===== config.mk =====
export PLATFORM = sky130hd
export DESIGN_NAME = wr_data_send_channel
export DESIGN_NICKNAME = d
export VERILOG_FILES = /design/src/rtl/wr_data_send_channel.sv
export SDC_FILE = /design/constraint.sdc
export NUM_CORES = 2
export LEC_CHECK = 0
export ABC_AREA = 0
export CORE_AREA = 10 10 479 481
export CTS_CLUSTER_DIAMETER = 100
export DETAILED_ROUTE_END_ITERATION = 12
export DIE_AREA = 0 0 489 491
export PLACE_DENSITY = 0.43
export SLEW_MARGIN = 20
export SYNTH_ARGS = -nofsm -noshare
export SYNTH_HDL_FRONTEND = slang
export SYNTH_SLANG_ARGS = --single-unit
export TNS_END_PERCENT = 100

===== constraint.sdc =====
create_clock -name clk -period 8.1 [get_ports clk]
set_input_delay 2.43 -clock clk [delete_from_list [all_inputs] [get_ports clk]]
set_output_delay 2.43 -clock clk [all_outputs]
set_load 0.005 [all_outputs]

===== src/rtl/wr_data_send_channel.sv =====
`default_nettype none
//------------------------------------------------------------------------------
// wr_data_send_channel : AXI write-data sender fed by a burst-length FIFO
// Rev 1.0 | optional macro STALL_CNT_EN adds the stall_cycles counter
//------------------------------------------------------------------------------
module wr_data_send_channel #(
  parameter int DATA_WIDTH  = 1024,
  parameter int LEN_FIFO_AW = 4
) (
  input  logic                    clk,
  input  logic                    rst_n,
  input  logic                    engine_start,
  input  logic [39:0]             total_beat_count,
  input  logic [31:0]             pattern_seed,
  input  logic                    burst_push,
  input  logic [7:0]              burst_len,
  output logic                    len_fifo_full,
  output logic [DATA_WIDTH-1:0]   axi_wdata,
  output logic [DATA_WIDTH/8-1:0] axi_wstrb,
  output logic                    axi_wlast,
  output logic                    axi_wvalid,
  input  logic                    axi_wready,
  output logic                    data_send_done,
  output logic                    data_error
`ifdef STALL_CNT_EN
  ,
  output logic [31:0]             stall_cycles
`endif
);

  localparam int                  DEPTH    = 1 << LEN_FIFO_AW;
  localparam int                  LANES    = DATA_WIDTH / 32;
  localparam logic [31:0]         LANES_C  = 32'(LANES);
  localparam logic [LEN_FIFO_AW:0] PTR_ONE = 1;

  typedef enum logic [1:0] {
    ST_IDLE = 2'd0,
    ST_LOAD = 2'd1,
    ST_SEND = 2'd2,
    ST_DONE = 2'd3
  } state_t;

  state_t                 r_state, w_state_nxt;
  logic [7:0]             r_len_mem [DEPTH];
  logic [LEN_FIFO_AW:0]   r_wr_ptr, r_rd_ptr, w_occ;
  logic [7:0]             r_beat;
  logic [39:0]            r_total_sent, r_total;
  logic [31:0]            r_seed;
  logic                   r_error;
  logic                   w_empty, w_full, w_valid, w_last, w_hs, w_pop;
  logic                   w_push_req, w_push, w_err_set;
  logic [7:0]             w_head;
  logic [31:0]            w_base;

  // Pointers carry one extra bit so a full FIFO is distinguishable from empty.
  assign w_occ   = r_wr_ptr - r_rd_ptr;
  assign w_empty = (w_occ == '0);
  assign w_full  = w_occ[LEN_FIFO_AW];
  assign w_head  = r_len_mem[r_rd_ptr[LEN_FIFO_AW-1:0]];

  assign w_valid    = (r_state == ST_SEND) && !w_empty && !r_error;
  assign w_last     = w_valid && (r_beat == w_head);
  assign w_hs       = w_valid && axi_wready;
  assign w_pop      = w_hs && w_last;
  assign w_push_req = burst_push && !r_error &&
                      ((r_state == ST_SEND) || (r_state == ST_DONE));
  assign w_push     = w_push_req && (!w_full || w_pop);
  assign w_err_set  = (w_push_req && w_full && !w_pop) ||
                      (w_hs && (r_total_sent == r_total)) ||
                      (w_pop && (r_total_sent >= r_total));

  always_comb begin
    w_state_nxt = r_state;
    case (r_state)
      ST_IDLE: if (engine_start) w_state_nxt = ST_LOAD;
      ST_LOAD: w_state_nxt = (r_total == '0) ? ST_DONE : ST_SEND;
      ST_SEND: begin
        if (r_error)                        w_state_nxt = ST_IDLE;
        else if (r_total_sent == r_total)   w_state_nxt = ST_DONE;
      end
      ST_DONE: w_state_nxt = ST_IDLE;
      default: w_state_nxt = ST_IDLE;
    endcase
  end

  always_ff @(posedge clk or negedge rst_n) begin
    if (!rst_n) r_state <= ST_IDLE;
    else        r_state <= w_state_nxt;
  end

  always_ff @(posedge clk or negedge rst_n) begin
    if (!rst_n) begin
      r_wr_ptr     <= '0;
      r_rd_ptr     <= '0;
      r_beat       <= '0;
      r_total_sent <= '0;
      r_total      <= '0;
      r_seed       <= '0;
      r_error      <= 1'b0;
    end else begin
      if ((r_state == ST_IDLE) && engine_start) begin
        r_total <= total_beat_count;
        r_seed  <= pattern_seed;
      end
      if (engine_start)   r_error <= 1'b0;
      else if (w_err_set) r_error <= 1'b1;
      if (r_state == ST_LOAD) begin
        r_wr_ptr     <= '0;
        r_rd_ptr     <= '0;
        r_beat       <= '0;
        r_total_sent <= '0;
      end else begin
        if (w_push) r_wr_ptr <= r_wr_ptr + PTR_ONE;
        if (w_pop)  r_rd_ptr <= r_rd_ptr + PTR_ONE;
        if (w_hs) begin
          r_total_sent <= r_total_sent + 40'd1;
          r_beat       <= w_last ? 8'd0 : r_beat + 8'd1;
        end
      end
    end
  end

  // Storage needs no reset: entries are only read once the pointers cover them.
  always_ff @(posedge clk) begin
    if (w_push) r_len_mem[r_wr_ptr[LEN_FIFO_AW-1:0]] <= burst_len;
  end

  assign w_base = r_seed + r_total_sent[31:0] * LANES_C;

  genvar gi;
  generate
    for (gi = 0; gi < LANES; gi++) begin : g_lane
      assign axi_wdata[gi*32 +: 32] = w_valid ? (w_base + 32'(gi)) : 32'd0;
    end
  endgenerate

  assign axi_wstrb      = {(DATA_WIDTH/8){w_valid}};
  assign axi_wvalid     = w_valid;
  assign axi_wlast      = w_last;
  assign len_fifo_full  = w_full;
  assign data_send_done = (r_state == ST_DONE);
  assign data_error     = r_error;

`ifdef STALL_CNT_EN
  logic [31:0] r_stall;

  always_ff @(posedge clk or negedge rst_n) begin
    if (!rst_n)                                         r_stall <= '0;
    else if (r_state == ST_LOAD)                        r_stall <= '0;
    else if (w_valid && !axi_wready && (r_stall != '1)) r_stall <= r_stall + 32'd1;
  end

  assign stall_cycles = r_stall;
`endif

endmodule
`default_nettype wire


# After elaboration in Yosys (flattened, before gate mapping)
# Memories as Yosys holds them, arrays and structs flattened.
# Cells that the tools add are included.
# classes
n_addsub	37
mul	0
div	0
n_lt_le_gt_ge	1
eq_ne	7
n_shift	0
muxes	50
bitwise	0
n_reduce_logical	29
# ops
cell	n
2-to-1 mux 32 bit	32
adder 32 x 5 -> 32 bit, second input constant	16
adder 32 x 4 -> 32 bit, second input constant	8
adder 32 x 3 -> 32 bit, second input constant	4
2-to-1 mux 40 bit	2
adder 32 x 2 -> 32 bit, second input constant	2
adder 40 x 1 -> 40 bit, second input constant	1
equality test 40 bit	1
greater-or-equal comparator 40 bit	1
logical NOT 40 bit	1
adder 32 x 1 -> 32 bit, second input constant	1
adder 32 bit	1
2-to-1 mux 8 bit	3
2-to-1 mux 5 bit	4
logical AND 1 bit	13
adder 5 x 1 -> 5 bit, second input constant	2
adder 8 x 1 -> 8 bit, second input constant	1
equality test 8 bit	1
one-hot mux 2 bit (4 select lines)	1
nonzero test 2 bit	4
2-to-1 mux 2 bit	3
logical NOT 5 bit	1
2-to-1 mux 1 bit	5
subtractor 5 bit	1
other kinds (8)	15
# word_totals
register_bits	133
latchBits	0
mem_bits_rw	128
rom_bits	0
out_inout_bits	1157
elab_cells	133
memories	1
# memory_table
name	words	word_bits	rd	rd_clocked_by_memory_dff	wr	line	text
r_len_mem	16	8	1	0	1	44	logic [7:0] r_len_mem [DEPTH];

# Depth between registers and ports, before layout
# logic_depth
word_depth	13
ltp_mapped	16

# Worst setup path before layout
# No wires, ideal clock.
# synth_timing
kind	reg2out
startpoint	register r_rd_ptr[1]
endpoint	output port axi_wdata[290]
arrival_time_ps	5533
required_ps	5670
slack_ps	137
stages_incl_launch_ff	12
path_cell_list	dfrtp_1 > buf_2 > inv_2 > fa_1 > a21o_1 > a21oi_1 > xnor2_2 > o21ai_1 > inv_2 > clkbuf_1 > and2_1 > buf_4
# synth_via
elab_chain_cells	6
# synth_rtl
item	line	text
start: declaration	45	logic [LEN_FIFO_AW:0] r_wr_ptr, r_rd_ptr, w_occ;
start signal: assignment	114	if (w_pop) r_rd_ptr <= r_rd_ptr + PTR_ONE;
subtractor 5 bit	56	assign w_occ = r_wr_ptr - r_rd_ptr;
via len_fifo_full	17	output logic len_fifo_full,
logical NOT 5 bit	57	assign w_empty = (w_occ == '0);
logical NOT 1 bit	61	assign w_valid = (r_state == ST_SEND) && !w_empty && !r_error;
logical AND 1 bit (2 in a row)	61	
via axi_wvalid	21	output logic axi_wvalid,
2-to-1 mux 32 bit	133	assign axi_wdata[gi*32 +: 32] = w_valid ? (w_base + 32'(gi)) : 32'd0;
end: declaration	18	output logic [DATA_WIDTH-1:0] axi_wdata,
# The timed path passes the listed nets, and every way through them passes these cells.

# Final worst setup path
# layout_timing
startpoint	register r_total_sent[0]
endpoint	output port axi_wdata[892]
# layout_via
elab_chain_cells	3
# layout_rtl
item	line	text
start: declaration	47	logic [39:0] r_total_sent, r_total;
start signal: assignment	116	r_total_sent <= r_total_sent + 40'd1;
adder 32 bit	128	assign w_base = r_seed + r_total_sent[31:0] * LANES_C;
adder 32 x 5 -> 32 bit	133	
2-to-1 mux 32 bit	133	
# No other way between the ends.

==> flow_metrics.tcl <==
set metrics [dict create \
    postSynthCellCount 4323 \
    synth_area_sq_mm 0.03221 \
    grt_first_pass_wirelength_um 350900 \
    max-vdd-ir-drop_uv 267.2 \
    dieArea_sq_mm 0.2401 \
    fillCellCount 24312 \
    status "finished, final reports clean" \
    clk_latency_ns 0.61 \
    overflow 0 \
    hold_class "flop to flop" \
    synth_common_cells "678 x nor2_1, 428 x nand2_1, 383 x xnor2_1" \
    grt_pass1_vias 35639 \
    p_total_uw 20160 \
    yosys_warnings 0 \
    synth_area_leaders "edfxtp_1 12%, xnor2_1 10%, dfrtp_1 10%, mux2i_1 9.3%, nor2_1 7.9%" \
    yosys.area.top_type_share 0.1193 \
    timing.hold.ws_ns 0.5061 \
    synth.largest_area_cell "edfxtp_1" \
    finalHoldViolCount 0 \
    rrSetupSlack_ns 2.72 \
    place_ws_ns 0.1423 \
    worst_slew_pin_slew_ns 1.322 \
    synthArstFlopShare 0.5096 \
    ys_ff_latch 261 \
    arrival_ns 5.51 \
    powerDensity_mw_per_mm2 404.9 \
    multi_input_area_sq_mm 0.02233 \
    grt_max_degree 109 \
    synth.net_count 4504 \
    drt_pass1_iterations 6 \
    vias 37278 \
    end_kind "output port" \
    clk_pin_slew_ns 0.06 \
    period_minus_slack_ns 7.935 \
    finalSetupViolCount 0 \
    drtAntennaViolNets 0 \
    initial_utilization 0.1469 \
    synth-edff-count 128 \
    maxCapViolations 0 \
    ios 1242 \
    rows 172 \
    synth_cell_types 92 \
    yosysMostFrequentCell "nor2_1" \
    die_y_um 491 \
    critPathLaunchType "flop" \
    setup_ws_ns 0.1646 \
    final_nets 5439 \
    drive_gt1_frac 0.1185 \
    coreArea_sq_mm 0.2193 \
    fin_crit_sh 0.9797 \
    port_buffers 1241 \
    drtIter0Drc 3520 \
    cts_hold_buf 0 \
    max_freq_ghz 0.1260 \
    cts_max_level 1 \
    cp.required_ns 5.67 \
    wl_per_cell_um 33.21 \
    clock_path_buffers 3 \
    drc 0 \
    finalCoreUtilization 0.2271 \
    routabilityCongestion 0.8767 \
    tritoncts "done" \
    area_growth_pct 54.57 \
    fin_skew_ns 0.03215 \
    die_w_um 489 \
    critical_path_class "flop to output port" \
    synth_top_flop_cell "dfrtp_1" \
    vias_per_cell 4.566 \
    grt_usage 0.2103 \
    seq_area_frac_synth 0.2226 \
    antenna_found_initial 30 \
    ctsRootBufferMaster "clkbuf_16" \
    p_leak_uw 0.01776 \
    ff_latch_area_sq_mm 0.007178 \
    cp_max_fo 31 \
    slew_violations 0 \
    hpwl_um 219300 \
    clock-sinks 261 \
    routed_wl_um 271100 \
    cts_buffers 31 \
    synth_area_per_cell_sq_um 7.452 \
    grt_setup_unrepaired "true" \
    relSlewSlack 0.1149 \
]
[cells in the final DEF (no fill, tap or decap), types with 31 or more instances in the layout]
cell                n
clkdlybuf4s50_1  1164
nor2_1            668
nand2_1           416
xnor2_1           372
mux2i_1           298
buf_4             268
a21oi_1           229
o21ai_0           199
dfrtp_1           128
edfxtp_1          128
nand3_1           125
nor3_1            124
xor2_1            100
ha_1               85
inv_1              78
buf_12             77
or3_1              75
and3_1             66
nand4_1            61
nor4_1             50
and2_1             42
a31oi_1            33
o31ai_1            31
clkbuf_16          31
[metal layers]
metal  global-route usage  part of all wire  up-vias
met4              0.07377             0.044       34
met1               0.2636              0.41    18689
met2               0.3449              0.46     1765
met3              0.05626             0.089      283
met5                    0           0.00089        -
li1                     -                 -    16507
[layout make-up]
type,instances,share of cell area
Timing Repair Buffer,1518,0.3078
Tap cell,2871,0.07214
Antenna cell,11,0.0005528
Clock inverter,14,0.002538
Multi-Input combinational cell,3361,0.4484
Clock buffer,43,0.01789
Inverter,85,0.006559
Sequential cell,261,0.1442
[flip-flops by register name, indices dropped and copies added (netlist names)]
| name | flops |
|---|---|
| r_beat | 8 |
| data_error | 1 |
| r_total | 40 |
| r_total_sent | 40 |
| r_seed | 32 |
| r_rd_ptr | 5 |
| r_wr_ptr | 5 |
| r_state | 2 |
| r_len_mem | 128 |
[final timing paths]
check | end | start | cells past startpoint
max reg2reg | r_len_mem[15][4] | r_rd_ptr[1] | 11
min | r_wr_ptr[4] | r_wr_ptr[4] | 1
min in group asynchronous | r_total[23] | rst_n | 1
min reg2reg | r_wr_ptr[4] | r_wr_ptr[4] | 1
max | axi_wdata[892] | r_total_sent[0] | 16
max in group asynchronous | r_seed[3] | rst_n | 2
[metrics by stage]
| step | cells | area (sq um) | TNS (ns) |
|---|---|---|---|
| 4_1_cts | 8134 | 49430 | 0 |
| 2_1_floorplan | 4323 | 32210 | 0 |
| 6_report | 8164 | 49790 | 0 |
| 3_3_place_gp | 8068 | 48160 | 0 |
| 3_5_place_dp | 8070 | 48210 | 0 |
| 5_1_grt | 8154 | 49770 | -0.01109 |
[worst max-delay path, cell delays in order, from the launching register on]
cell             delay [ns]
dfrtp_2                0.46
ha_4                   0.20
fa_4                   0.49
a211o_1                0.38
a21o_1                 0.26
o21ai_1                0.20
buf_4                  0.18
xnor2_2                0.17
nand2_2                0.24
buf_4                  0.26
nor4_2                 0.26
buf_6                  0.25
and4bb_2               0.29
buf_12                 0.20
nand2_1                0.10
mux2i_1                0.32
clkdlybuf4s50_1        0.63
[timing repair]
| action | in CTS | in global routing |
|---|---|---|
| resized for setup | 33 | 37 |
| endpoints found under the hold margin | 0 | 0 |
| cloned | 0 | 1 |
| endpoints found under the setup margin | 175 | 134 |
| buffers inserted | 7 | 18 |
| pin swaps | 4 | 4 |
[logic make-up (layout without fill, tap and decap cells)]
kind of cell             Yosys count  count (layout)  share of synthesized area
AO/OA/AOI/OAI                    650             650                     0.1201
AND/OR/NAND/NOR                 1768            1769                     0.2534
XOR/XNOR                         494             494                     0.1348
multiplexers                     352             352                     0.1202
buffers and inverters            702            1660                     0.1112
adder cells (fa/ha/maj)           96              96                    0.03775
other                              0              11                          0
flip-flops                       261             261                     0.2226
[power by group]
| group | switching (uW) | internal (uW) |
|---|---|---|
| Sequential | 178 | 1620 |
| Combinational | 10400 | 6570 |
| Clock | 598 | 803 |
(Power assumes the default switching activity.)
